===== src/rtl/branch_pkg.sv =====
// Shared types and helpers for the branch resolve unit.
// Optional feature macro: BRU_PERF_CNT_EN (branch / mispredict counters).
package branch_pkg;

  // Target addressing modes; MODE_RSVD resolves like PC_REL.
  typedef enum logic [1:0] {
    PC_REL    = 2'd0,
    REG_REL   = 2'd1,
    REG_ALIGN = 2'd2,
    MODE_RSVD = 2'd3
  } addr_mode_t;

  // Fall-through distance to the next sequential instruction.
  localparam int INSTR_BYTES = 4;

  // Saturating increment for 32-bit event counters.
  function automatic logic [31:0] sat_inc32(input logic [31:0] v);
    return (v == 32'hFFFF_FFFF) ? v : v + 32'd1;
  endfunction

endpackage


===== src/rtl/branch_resolve_unit_if.sv =====
// Request/response and BTB lookup bundle of the branch resolve unit.
// Handshake: a request transfers on a rising edge where in_valid && in_ready
// && !flush; a result transfers where out_valid && out_ready. in_ready is
// combinational (!out_valid || out_ready) and results hold while stalled.
interface branch_resolve_unit_if #(
  parameter int WordSize = 32
);
  logic                flush;
  logic                in_valid;
  logic                in_ready;
  logic [WordSize-1:0] pc;
  logic [WordSize-1:0] imm;
  logic [WordSize-1:0] rs1d;
  logic [1:0]          addr_mode;
  logic                is_branch;
  logic                branch_taken;
  logic                pred_taken;
  logic [WordSize-1:0] pred_target;
  logic                out_valid;
  logic                out_ready;
  logic [WordSize-1:0] branch_addr;
  logic [WordSize-1:0] npc;
  logic                mispredict;
  logic                redirect;
  logic [WordSize-1:0] fetch_pc;
  logic                btb_hit;
  logic [WordSize-1:0] btb_target;

  // Execute pipeline / fetch side.
  modport master (
    output flush, in_valid, pc, imm, rs1d, addr_mode, is_branch, branch_taken,
           pred_taken, pred_target, out_ready, fetch_pc,
    input  in_ready, out_valid, branch_addr, npc, mispredict, redirect,
           btb_hit, btb_target
  );

  // The resolve unit itself.
  modport slave (
    input  flush, in_valid, pc, imm, rs1d, addr_mode, is_branch, branch_taken,
           pred_taken, pred_target, out_ready, fetch_pc,
    output in_ready, out_valid, branch_addr, npc, mispredict, redirect,
           btb_hit, btb_target
  );
endinterface


===== src/rtl/branch_btb.sv =====
// Direct-mapped branch target buffer: combinational lookup, one write port,
// synchronous clear. A same-cycle read of the written index sees old data.
module branch_btb
  import branch_pkg::*;
#(
  parameter int WordSize = 32,
  parameter int BtbDepth = 8
) (
  input  logic                clk,
  input  logic                rstn,
  input  logic                wr_en,
  input  logic [WordSize-1:0] wr_pc,
  input  logic [WordSize-1:0] wr_target,
  input  logic [WordSize-1:0] rd_pc,
  output logic                rd_hit,
  output logic [WordSize-1:0] rd_target
);
  localparam int IdxBits = $clog2(BtbDepth);
  localparam int TagBits = WordSize - IdxBits - 2;

  typedef struct packed {
    logic                valid;
    logic [TagBits-1:0]  tag;
    logic [WordSize-1:0] target;
  } btb_entry_t;

  btb_entry_t entry_q [BtbDepth];

  logic [IdxBits-1:0] wr_idx;
  logic [IdxBits-1:0] rd_idx;
  logic [TagBits-1:0] rd_tag;
  btb_entry_t         rd_entry;

  assign wr_idx = wr_pc[IdxBits+1:2];
  assign rd_idx = rd_pc[IdxBits+1:2];
  assign rd_tag = rd_pc[WordSize-1:IdxBits+2];

  // Instructions are word aligned, so the byte offset never selects an entry.
  logic unused_addr_bits;
  assign unused_addr_bits = ^{rd_pc[1:0], wr_pc[1:0]};

  // Clear every entry on reset, otherwise install a taken-branch target.
  always_ff @(posedge clk) begin
    if (!rstn) begin
      for (int i = 0; i < BtbDepth; i++) begin
        entry_q[i] <= '0;
      end
    end else if (wr_en) begin
      entry_q[wr_idx] <= '{valid: 1'b1, tag: wr_pc[WordSize-1:IdxBits+2], target: wr_target};
    end
  end

  // Lookup: hit needs a valid entry whose tag matches; target reads 0 on miss.
  always_comb begin
    rd_entry  = entry_q[rd_idx];
    rd_hit    = rd_entry.valid && (rd_entry.tag == rd_tag);
    rd_target = rd_hit ? rd_entry.target : '0;
  end

endmodule


===== src/rtl/branch_resolve_unit.sv =====
// Execute-stage branch resolution: target calculation, next-PC selection,
// mispredict detection, one registered output stage and BTB training.
// Optional macro BRU_PERF_CNT_EN adds saturating branch/mispredict counters.
module branch_resolve_unit
  import branch_pkg::*;
#(
  parameter int WordSize = 32,
  parameter int BtbDepth = 8
) (
  input  logic        clk,
  input  logic        rstn,
  branch_resolve_unit_if.slave bus
`ifdef BRU_PERF_CNT_EN
  ,
  output logic [31:0] branch_cnt,
  output logic [31:0] mispredict_cnt
`endif
);
  logic                in_ready;
  logic                accept;
  addr_mode_t          mode;
  logic [WordSize-1:0] sum_pc;
  logic [WordSize-1:0] sum_rs;
  logic [WordSize-1:0] target_d;
  logic [WordSize-1:0] npc_d;
  logic                mispredict_d;

  logic                out_valid_q;
  logic [WordSize-1:0] branch_addr_q;
  logic [WordSize-1:0] npc_q;
  logic                mispredict_q;

  logic                btb_hit;
  logic [WordSize-1:0] btb_target;

  assign in_ready = !out_valid_q || bus.out_ready;
  assign accept   = bus.in_valid && in_ready && !bus.flush;

  // Resolve the target, next PC and mispredict for the current request.
  always_comb begin
    mode     = addr_mode_t'(bus.addr_mode);
    sum_pc   = bus.pc + bus.imm;
    sum_rs   = bus.rs1d + bus.imm;
    target_d = sum_pc;
    case (mode)
      REG_REL:   target_d = sum_rs;
      REG_ALIGN: target_d = {sum_rs[WordSize-1:1], 1'b0};
      default:   target_d = sum_pc;
    endcase
    npc_d = (bus.is_branch && bus.branch_taken) ? target_d
                                                : bus.pc + WordSize'(INSTR_BYTES);
    mispredict_d = bus.is_branch &&
                   ((bus.pred_taken != bus.branch_taken) ||
                    (bus.branch_taken && (bus.pred_target != target_d)));
  end

  // Output stage: load on accept, drain on out_ready, flush kills it.
  always_ff @(posedge clk) begin
    if (!rstn) begin
      out_valid_q   <= 1'b0;
      branch_addr_q <= '0;
      npc_q         <= '0;
      mispredict_q  <= 1'b0;
    end else if (bus.flush) begin
      out_valid_q <= 1'b0;
    end else if (accept) begin
      out_valid_q   <= 1'b1;
      branch_addr_q <= target_d;
      npc_q         <= npc_d;
      mispredict_q  <= mispredict_d;
    end else if (bus.out_ready) begin
      out_valid_q <= 1'b0;
    end
  end

  branch_btb #(
    .WordSize (WordSize),
    .BtbDepth (BtbDepth)
  ) u_btb (
    .clk       (clk),
    .rstn      (rstn),
    .wr_en     (accept && bus.is_branch && bus.branch_taken),
    .wr_pc     (bus.pc),
    .wr_target (target_d),
    .rd_pc     (bus.fetch_pc),
    .rd_hit    (btb_hit),
    .rd_target (btb_target)
  );

  assign bus.in_ready    = in_ready;
  assign bus.out_valid   = out_valid_q;
  assign bus.branch_addr = branch_addr_q;
  assign bus.npc         = npc_q;
  assign bus.mispredict  = mispredict_q;
  assign bus.redirect    = out_valid_q && mispredict_q;
  assign bus.btb_hit     = btb_hit;
  assign bus.btb_target  = btb_target;

`ifdef BRU_PERF_CNT_EN
  logic [31:0] branch_cnt_q;
  logic [31:0] mispredict_cnt_q;

  // Count accepted branches and accepted mispredicts, saturating at all-ones.
  always_ff @(posedge clk) begin
    if (!rstn) begin
      branch_cnt_q     <= '0;
      mispredict_cnt_q <= '0;
    end else if (accept) begin
      if (bus.is_branch) branch_cnt_q <= sat_inc32(branch_cnt_q);
      if (mispredict_d)  mispredict_cnt_q <= sat_inc32(mispredict_cnt_q);
    end
  end

  assign branch_cnt     = branch_cnt_q;
  assign mispredict_cnt = mispredict_cnt_q;
`endif

endmodule


===== src/flat_wrapper.sv =====
// flat-port wrapper written by rule: the top's interface ports become plain ports
module branch_resolve_unit_flat import branch_pkg::*;
#(
  parameter int WordSize = 32,
  parameter int BtbDepth = 8
)
  (clk, rstn, bus_flush, bus_in_valid, bus_pc, bus_imm, bus_rs1d, bus_addr_mode, bus_is_branch, bus_branch_taken, bus_pred_taken, bus_pred_target, bus_out_ready, bus_fetch_pc, bus_in_ready, bus_out_valid, bus_branch_addr, bus_npc, bus_mispredict, bus_redirect, bus_btb_hit, bus_btb_target);
  branch_resolve_unit_if #(.WordSize(WordSize)) bus_i ();
  input  logic clk;
  input  logic rstn;
  input wire logic [$bits(bus_i.flush)-1:0] bus_flush;
  input wire logic [$bits(bus_i.in_valid)-1:0] bus_in_valid;
  input wire logic [$bits(bus_i.pc)-1:0] bus_pc;
  input wire logic [$bits(bus_i.imm)-1:0] bus_imm;
  input wire logic [$bits(bus_i.rs1d)-1:0] bus_rs1d;
  input wire logic [$bits(bus_i.addr_mode)-1:0] bus_addr_mode;
  input wire logic [$bits(bus_i.is_branch)-1:0] bus_is_branch;
  input wire logic [$bits(bus_i.branch_taken)-1:0] bus_branch_taken;
  input wire logic [$bits(bus_i.pred_taken)-1:0] bus_pred_taken;
  input wire logic [$bits(bus_i.pred_target)-1:0] bus_pred_target;
  input wire logic [$bits(bus_i.out_ready)-1:0] bus_out_ready;
  input wire logic [$bits(bus_i.fetch_pc)-1:0] bus_fetch_pc;
  output wire logic [$bits(bus_i.in_ready)-1:0] bus_in_ready;
  output wire logic [$bits(bus_i.out_valid)-1:0] bus_out_valid;
  output wire logic [$bits(bus_i.branch_addr)-1:0] bus_branch_addr;
  output wire logic [$bits(bus_i.npc)-1:0] bus_npc;
  output wire logic [$bits(bus_i.mispredict)-1:0] bus_mispredict;
  output wire logic [$bits(bus_i.redirect)-1:0] bus_redirect;
  output wire logic [$bits(bus_i.btb_hit)-1:0] bus_btb_hit;
  output wire logic [$bits(bus_i.btb_target)-1:0] bus_btb_target;
  assign bus_i.flush = bus_flush;
  assign bus_i.in_valid = bus_in_valid;
  assign bus_i.pc = bus_pc;
  assign bus_i.imm = bus_imm;
  assign bus_i.rs1d = bus_rs1d;
  assign bus_i.addr_mode = bus_addr_mode;
  assign bus_i.is_branch = bus_is_branch;
  assign bus_i.branch_taken = bus_branch_taken;
  assign bus_i.pred_taken = bus_pred_taken;
  assign bus_i.pred_target = bus_pred_target;
  assign bus_i.out_ready = bus_out_ready;
  assign bus_i.fetch_pc = bus_fetch_pc;
  assign bus_in_ready = bus_i.in_ready;
  assign bus_out_valid = bus_i.out_valid;
  assign bus_branch_addr = bus_i.branch_addr;
  assign bus_npc = bus_i.npc;
  assign bus_mispredict = bus_i.mispredict;
  assign bus_redirect = bus_i.redirect;
  assign bus_btb_hit = bus_i.btb_hit;
  assign bus_btb_target = bus_i.btb_target;
  branch_resolve_unit #(.WordSize(WordSize), .BtbDepth(BtbDepth)) u_core (.clk(clk), .rstn(rstn), .bus(bus_i));
endmodule

===== config.mk =====
export PLATFORM = sky130hd
export DESIGN_NAME = branch_resolve_unit_flat
export DESIGN_NICKNAME = d
export VERILOG_FILES = /design/src/rtl/branch_pkg.sv /design/src/rtl/branch_resolve_unit_if.sv /design/src/rtl/branch_btb.sv /design/src/rtl/branch_resolve_unit.sv /design/src/flat_wrapper.sv
export SDC_FILE = /design/constraint.sdc
export NUM_CORES = 1
export LEC_CHECK = 0
export ABC_AREA = 1
export ABC_CLOCK_PERIOD_IN_PS = 10900
export CORE_MARGIN = 3
export CORE_UTILIZATION = 45
export CTS_CLUSTER_SIZE = 12
export DETAILED_ROUTE_END_ITERATION = 10
export GPL_TIMING_DRIVEN = 0
export PLACE_DENSITY = 0.69
export SLEW_MARGIN = 15
export SYNTH_ARGS = -nofsm -noshare
export SYNTH_HDL_FRONTEND = slang
export SYNTH_SLANG_ARGS = --single-unit

===== constraint.sdc =====
create_clock -name clk -period 10.9 [get_ports clk]
set_input_delay 2.18 -clock clk [delete_from_list [all_inputs] [get_ports clk]]
set_output_delay 2.18 -clock clk [all_outputs]
set_load 0.03 [all_outputs]

==> results of run 1 <==
-- flip-flops by register name, summed over array words and instances, names as in the netlist --
signal                  cells
u_core.bus.npc             32
u_core.bus.mispredict       1
u_core.u_btb.entry_q      480
u_core.bus.out_valid        1
u_core.bus.branch_addr     32
-- layer usage --
layer | vias to the layer above | global-route usage (%) | wire length (um)
met5 | - | 0 | 21
met4 | 4 | 17.2 | 6760
met3 | 312 | 5.49 | 10500
met2 | 1558 | 52.8 | 53600
met1 | 12835 | 38.9 | 41800
li1 | 12672 | - | -
-- cells in the mapped netlist --
cell type and instances:
a211oi_1 3, a21oi_1 100, a221oi_1 5, a31oi_1 4, buf_1 11, buf_2 27
buf_4 4, buf_6 7, clkbuf_1 133, clkinv_1 53, dfxtp_1 74, edfxtp_1 472
fa_1 2, ha_1 65, inv_1 280, inv_2 4, nand2_1 656, nand2_2 2
nand3_1 146, nand3_2 2, nand3b_1 34, nand4_1 12, nor2_1 844, nor2_2 4
nor3_1 45, nor3_2 11, nor3_4 1, nor4_2 2, o211ai_1 55, o21a_1 2
o21ai_0 274, o21ai_1 61, o21ai_2 1, o21bai_1 5, o221ai_1 63, o22ai_1 61
or2_2 5, xnor2_1 13, xor2_1 19
-- cells by family after synthesis --
group,synth area share (%)
simple gates,24.1
flops,52.8
buf+inv,6.91
xor+xnor,0.945
fa+ha+maj,2.88
compound gates,12.4
-- how the worst min path moves through the flow --
stage / start / endpoint / slack, ps
after floorplan: u_core.u_btb.entry_q[1][59]$_SDFFE_PP1N_ / u_core.u_btb.entry_q[1][59]$_SDFFE_PP1N_ / 420
after global placement: u_core.u_btb.entry_q[0][59]$_SDFFE_PP1N_ / u_core.u_btb.entry_q[0][59]$_SDFFE_PP1N_ / 430
after detailed placement: u_core.u_btb.entry_q[0][59]$_SDFFE_PP1N_ / u_core.u_btb.entry_q[0][59]$_SDFFE_PP1N_ / 440
after CTS: u_core.u_btb.entry_q[0][59]$_SDFFE_PP1N_ / u_core.u_btb.entry_q[0][59]$_SDFFE_PP1N_ / 450
after global routing: u_core.u_btb.entry_q[0][59]$_SDFFE_PP1N_ / u_core.u_btb.entry_q[0][59]$_SDFFE_PP1N_ / 470
final: u_core.u_btb.entry_q[0][59]$_SDFFE_PP1N_ / u_core.u_btb.entry_q[0][59]$_SDFFE_PP1N_ / 450
-- layout make-up --
cell class	instances	share of cell area [%]
timing repair buffer	276	8.15
inverter	337	3.58
multi-input combinational	2497	34.0
clock inverter	16	0.453
antenna	1	0.00708
sequential	546	44.3
tap	855	3.03
buffer	182	2.22
clock buffer	81	4.25
-- stage by stage --
step / utilization [%] / hold WS [ps] / cell area [um2]
6_report: 54.5 / 452 / 35300
5_1_grt: 54.5 / 470 / 35300
4_1_cts: 54.5 / 447 / 35300
3_5_place_dp: 52.0 / 437 / 33700
3_3_place_gp: 51.6 / 430 / 33400
2_1_floorplan: - / 422 / 29700
-- worst min-delay path: stages (launching register included) --
cell and delay [ps]:
dfxtp_1 310, nand2_1 50, nand2_1 50
-- power by group through the flow --
stage / logic [mW] / registers [mW] / clock network [mW]
floorplan: 0.507 / 2.45 / 0
global route: 1.04 / 2.39 / 1.91
global placement: 0.930 / 2.44 / 0
finish: 0.971 / 2.39 / 1.83
CTS: 0.952 / 2.38 / 1.83
detailed placement: 0.948 / 2.43 / 0
==> flow_summary.toml, run 1 <==
[run_status]
status = "finished, final reports clean"

[cts]
clkLatencyLatePin_ps = 630
cts_hold_buffers = 0
numCtsBuffers = 55
cts_resized = 0
clock_sinks = 546
htree_levels = 2
postCtsSetupRepairBufs = 0
cts_tree = "done"
clk_pin_slew_ps = 60
clk_path_buf_depth = 3
root_buffer = "clkbuf_16"

[layout]
final_common_cell = "nor2_1"
most-common-layout-cells = "844 x nor2_1, 648 x nand2_1, 472 x edfxtp_1, 280 x inv_1, 274 x o21ai_0"
seq_area_mm2 = 0.0157
syn_to_final_growth_pct = 19.1
n_fill_cell = 5844
drive_gt1_share_pct = 3.89
nets = 4132
stdcell_count = 4791
multi_input_comb_area_mm2 = 0.0120

[drt]
vias = 27381
drc = 0
antenna_left = 0
drt-initial-drc-count = 3405
first_pass_iters = 6
drt-total-wl_um = 113000
viasPerCell = 5.72
routedWlPerCell_um = 23.5

[setup_path]
start_kind = "input pin"
reg2reg_to = "u_core.u_btb.entry_q[6][14]$_DFFE_PP_"
crit_path_start = "bus_fetch_pc[4]"
cp.depth = 12
r2r_start = "u_core.bus.out_valid$_SDFFE_PP0P_"
r2r_slack_ps = 6650
cp.buffers_inverters = 4
cp_data_required_time_ps = 8720
crit_chain = "clkdlybuf4s50_1 > buf_2 > buf_1 > o221ai_1 > o21ai_1 > o22ai_1 > a211oi_1 > nand2_1 > nor2_1 > nand2_1 > nor3_1 > clkdlybuf4s50_1"
worstPathMaxFanout = 10
path_class = "in -> out"
cp-endpoint = "bus_btb_target[31]"
cp_data_arrival_time_ps = 6740
slowest_stage = "clkdlybuf4s50_1"
cp_top_family = "buffers and inverters"
max_stage_delay_ps = 780
end_kind = "primary output"
r2r_cells = 9

[pwr]
irDropWorstVdd_uv = 121
p_seq_share_pct = 46.0
p_switching_mw = 1.53
p_int_mw = 3.66
power_leakage_nw = 14.1
total_power_mw = 5.19
clkPwrFrac_pct = 35.3
switching_share_pct = 29.5
pwr-share-comb_pct = 18.7
powerDensity_mw_per_mm2 = 147

[sta]
fin_setup_tns_ps = 0
hold_violations = 0
rsz0062_at_grt = "no"
worst_pin_slew_ps = 1050
clock.fmax_mhz = 112
setup_viol = 0
drv_slew = 0
slew-limit-headroom_pct = 29.3
finalCriticalPeriod_ps = 8920
period_share_pct = 81.8
finalWorstSetupSlack_ps = 1980
clock_skew_ps = 42.7

[global_route]
grt_max_degree = 47
antenna_found_initial = 3
grtUsageTotal_pct = 31.5
grt_pass1_wl_um = 163000
grt_pass1_vias = 26190
overflow = 0

[yosys]
yosys.area.top_type_share_pct = 47.8
postSynthAreaPerCell_um2 = 8.33
synthCells = 3562
ys_seq_area_share_pct = 52.8
ys_seq_elements = 546
yosys.cell_types.count = 39
synth_area_leader_cell = "edfxtp_1"
syn_area_mm2 = 0.0297
yosys_warnings = 0
syn_nets = 3799
ys_top_cells_by_area = "edfxtp_1 48%, nor2_1 11%, nand2_1 8.3%"

[floorplanning]
die_w_um = 263
initial_core_util_pct = 45.8
pin_count = 271
dieArea_mm2 = 0.0691
core_region_area_mm2 = 0.0648
die_y_um = 263
rows = 93

[place]
port_buffers = 268
dp_hpwl_um = 83200
placedCellCount = 4693
dp_slack_ps = 2260
gp_congestion = 1.01

[flow_run]
max_cap_viol_count = 0

[hold_path]
hold_path_class = "reg -> reg"
hold_depth = 2
Power figures use the tool's default switching activity.
==> run 2, diff against run 1 <==
Settings changed: ABC_CLOCK_PERIOD_IN_PS 10900 to 7900, PLACE_DENSITY 0.69 to 0.71.
Clock period 10.9 ns to 7.9 ns, I/O delays scaled along.
==> run 2 against run 1 <==
Against the previous run:
- flip-flop and latch count is the same
- largest power group unchanged
- non-clock buffer count stayed put
- clock skew shrank 28 ps
- cell area decreased by 0.24%
- critical path type unchanged
- critical path depth increased by 1
==> flow_summary.toml, run 2 (synthesized netlist as in run 1, its figures left out) <==
[setup_path]
cp_data_arrival_time_ps = 5960
start_kind = "input pin"
cp_data_required_time_ps = 6320
worstPathMaxFanout = 10
end_kind = "primary output"
path_class = "in -> out"

[floorplanning]
die_w_um = 263
die_y_um = 263
core_region_area_mm2 = 0.0648
pin_count = 271
initial_core_util_pct = 45.8
dieArea_mm2 = 0.0691
rows = 93

[cts]
clock_sinks = 546
postCtsSetupRepairBufs = 0
root_buffer = "clkbuf_16"
numCtsBuffers = 55
cts_hold_buffers = 0
htree_levels = 2
cts_resized = 0
cts_tree = "done"
clk_path_buf_depth = 3
clk_pin_slew_ps = 60
clkLatencyLatePin_ps = 590

[layout]
drive_gt1_share_pct = 3.82
most-common-layout-cells = "844 x nor2_1, 648 x nand2_1, 472 x edfxtp_1, 280 x inv_1, 274 x o21ai_0"
largest_reg_flops = 480
syn_to_final_growth_pct = 18.8
n_fill_cell = 5882
nets = 4132
final_common_cell = "nor2_1"
fin_util_pct = 54.4
top_register = "u_core.u_btb.entry_q"

[drt]
drt-total-wl_um = 112000
viasPerCell = 5.77
vias = 27624
first_pass_iters = 6
antenna_left = 0
drt-initial-drc-count = 3496
routedWlPerCell_um = 23.5
drc = 0

[pwr]
irDropWorstVdd_uv = 166
power_leakage_nw = 14.1
powerDensity_mw_per_mm2 = 199

[place]
port_buffers = 268
dp_hpwl_um = 83100
gp_congestion = 1.03

[hold_path]
hold_path_class = "reg -> reg"

[global_route]
grt_max_degree = 49
overflow = 0
grt_pass1_vias = 26714
grt_pass1_wl_um = 164000
grtUsageTotal_pct = 31.5
antenna_found_initial = 0

[sta]
fin_setup_tns_ps = 0
hold_violations = 0
rsz0062_at_grt = "no"
slew-limit-headroom_pct = 29.4
finalCriticalPeriod_ps = 7540
drv_slew = 0
setup_viol = 0
period_share_pct = 95.4
clock_skew_ps = 14.6
clock.fmax_mhz = 133
timing.hold.ws_ps = 460
worst_pin_slew_ps = 1060

[run_status]
status = "finished, final reports clean"

[flow_run]
max_cap_viol_count = 0
==> run 2: metal layers <==
layer / global-route usage, % / up-vias / wire [um]
met2: 53.0 / 1680 / 53100
met5: 0 / - / 0
met1: 38.0 / 12894 / 40700
met4: 17.9 / 0 / 7240
li1: - / 12679 / -
met3: 5.84 / 371 / 11200
==> run 2: critical path: stages <==
cell             delay, ps
clkdlybuf4s50_1        480
buf_2                  310
buf_1                  690
o221ai_1               320
o21ai_1                330
o22ai_1                120
a211oi_1               290
nand2_1                 90
nor2_1                 110
nand2_1                380
buf_2                  340
nor3_1                 190
clkdlybuf4s50_1        720
==> run 2: final timing paths <==
kind | depth (start not counted) | slack [ps] | start | end
max | 13 | 360 | bus_fetch_pc[4] | bus_btb_target[24]
min | 2 | 460 | u_core.u_btb.entry_q[1][59]$_SDFFE_PP1N_ | u_core.u_btb.entry_q[1][59]$_SDFFE_PP1N_
max reg2reg | 9 | 3670 | u_core.bus.out_valid$_SDFFE_PP0P_ | u_core.u_btb.entry_q[4][16]$_DFFE_PP_
min reg2reg | 2 | 460 | u_core.u_btb.entry_q[1][59]$_SDFFE_PP1N_ | u_core.u_btb.entry_q[1][59]$_SDFFE_PP1N_
==> run 2: power breakdown <==
part / switching [mW] / internal [mW]
combinational: 0.945 / 0.394
clock: 1.08 / 1.31
sequential: 0.0514 / 3.24
==> run 2: layout make-up <==
type	instances	area, um2	area share, %
Sequential cell	546	15700	44.4
Multi-Input combinational cell	2497	12000	34.1
Timing Repair Buffer	276	2880	8.17
Clock buffer	78	1490	4.24
Inverter	337	1260	3.59
Tap cell	855	1070	3.03
Buffer	182	785	2.22
Clock inverter	15	83.8	0.238
Antenna cell	1	2.50	0.00710
==> run 2: metrics by stage <==
step           area (um2)  setup WS, ps  instances  total power [mW]
4_1_cts             35300           513       4786              6.98
3_3_place_gp        33400           598       4685              4.64
6_report            35300           363       4787              7.02
5_1_grt             35300           315       4786              7.21
3_5_place_dp        33700           572       4693              4.66
2_1_floorplan       29700          2540       3562              4.08
==> run 3, diff against run 2 <==
Settings changed: CORE_UTILIZATION 45 to 39, PLACE_DENSITY 0.71 to 0.64, SLEW_MARGIN 15 to 20.
==> run 3 against run 2 <==
Against the previous run:
- setup slack got worse by 12 ps
- clock power about the same
- total power increased by 0.55%
- combinational power about the same
- critical endpoint is now bus_btb_target[8]
- critical path depth unchanged
- first-iteration DRC count decreased by 13%
- highest routed layer unchanged
- global-route usage decreased by 2.8 points
- register-to-register slack improved by 250 ps
- sequential share of layout area decreased by 0.18 points
- non-clock buffer count unchanged
- clock skew increased by 13 ps
==> flow_summary.toml, run 3 (synthesized netlist as in run 1, its figures left out) <==
[setup_path]
path_class = "in -> out"
max_stage_delay_ps = 720
worstPathMaxFanout = 10
cp_top_family = "buffers and inverters"
start_kind = "input pin"
end_kind = "primary output"
crit_chain = "clkdlybuf4s50_1 > buf_2 > buf_1 > o221ai_1 > o21ai_1 > o22ai_1 > a211oi_1 > nand2_1 > nor2_1 > nand2_1 > buf_2 > nor3_1 > clkdlybuf4s50_1"
cp.buffers_inverters = 5
cp_data_arrival_time_ps = 5970
slowest_stage = "clkdlybuf4s50_1"
cp_data_required_time_ps = 6320

[drt]
drc = 0
vias = 27287
routedWlPerCell_um = 23.7
antenna_left = 0
viasPerCell = 5.57
drt-total-wl_um = 116000
first_pass_iters = 6
drt-initial-drc-count = 3041

[floorplanning]
initial_core_util_pct = 39.6
rows = 100
die_w_um = 282
core_region_area_mm2 = 0.0749
pin_count = 271
dieArea_mm2 = 0.0794
die_y_um = 282

[sta]
clock.fmax_mhz = 132
setup_viol = 0
drv_slew = 0
period_share_pct = 95.5
hold_violations = 0
clock_skew_ps = 27.2
rsz0062_at_grt = "no"
slew-limit-headroom_pct = 28.7
worst_pin_slew_ps = 1070
fin_setup_tns_ps = 0
finalCriticalPeriod_ps = 7550
finalWorstSetupSlack_ps = 352
timing.hold.ws_ps = 457

[flow_run]
max_cap_viol_count = 0

[cts]
htree_levels = 2
clk_pin_slew_ps = 60
numCtsBuffers = 55
clk_path_buf_depth = 3
cts_hold_buffers = 0
postCtsSetupRepairBufs = 0
clkLatencyLatePin_ps = 600
root_buffer = "clkbuf_16"
cts_resized = 0
clock_sinks = 546
cts_tree = "done"

[pwr]
total_power_mw = 7.06
powerDensity_mw_per_mm2 = 199
power_leakage_nw = 14.1
irDropWorstVdd_uv = 165

[layout]
final_common_cell = "nor2_1"
largest_reg_flops = 480
syn_to_final_growth_pct = 19.3
drive_gt1_share_pct = 3.89
nets = 4132
top_register = "u_core.u_btb.entry_q"
most-common-layout-cells = "844 x nor2_1, 648 x nand2_1, 472 x edfxtp_1, 280 x inv_1, 274 x o21ai_0"
fin_area_mm2 = 0.0354

[global_route]
grt_pass1_wl_um = 168000
grt_pass1_vias = 26390
grtUsageTotal_pct = 28.7
grt_max_degree = 42
antenna_found_initial = 0
overflow = 0

[place]
gp_congestion = 0.980
place_area_mm2 = 0.0338
port_buffers = 268
dp_hpwl_um = 86400
dp_slack_ps = 358

[run_status]
status = "finished, final reports clean"

[hold_path]
hold_path_class = "reg -> reg"
run 3: cell types whose count changed in the layout (fill, tap and decap cells not counted), sizes merged:
cell	before	now
clkbuf	211	212
inv	286	285
clkinvlp	0	2
clkinv	66	62
run 3: final cells by class:
class                      instances  area (um2)
antenna                            1        2.50
buffer                           182         785
clock buffer                      79        1510
clock inverter                    12        66.3
fill                            7244       39500
inverter                         337        1260
multi-input combinational       2497       12000
sequential                       546       15700
tap                              969        1210
timing repair buffer             276        2880
run 3: tightest hold or removal path: stages, from the launching register on:
cell	delay [ps]
dfxtp_1	310
nand2_1	50
nand2_1	50
run 3: power by group:
group          total (mW)  internal (mW)  switching, mW
Clock                2.41           1.31           1.10
Combinational        1.36          0.395          0.962
Sequential           3.29           3.24         0.0502
run 3: path summary, 6_finish.rpt:
kind / startpoint / to / slack (ps) / cells past startpoint
max: bus_fetch_pc[4] / bus_btb_target[8] / 350 / 13
min: u_core.u_btb.entry_q[0][59]$_SDFFE_PP1N_ / u_core.u_btb.entry_q[0][59]$_SDFFE_PP1N_ / 460 / 2
max reg2reg: u_core.bus.out_valid$_SDFFE_PP0P_ / u_core.u_btb.entry_q[4][22]$_DFFE_PP_ / 3920 / 9
min reg2reg: u_core.u_btb.entry_q[0][59]$_SDFFE_PP1N_ / u_core.u_btb.entry_q[0][59]$_SDFFE_PP1N_ / 460 / 2
run 3: stage by stage:
stage	utilization (%)	instances
2_1_floorplan	-	3562
3_3_place_gp	44.8	4799
3_5_place_dp	45.1	4807
4_1_cts	47.2	4898
5_1_grt	47.2	4898
6_report	47.2	4899
run 3: per-layer routing:
metal / global-route usage, % / vias to the layer above / wire (um)
met5: 0 / - / 0
met4: 15.9 / 0 / 7230
met3: 4.37 / 319 / 9340
met2: 48.9 / 1444 / 55400
met1: 35.0 / 12854 / 44200
li1: - / 12670 / -
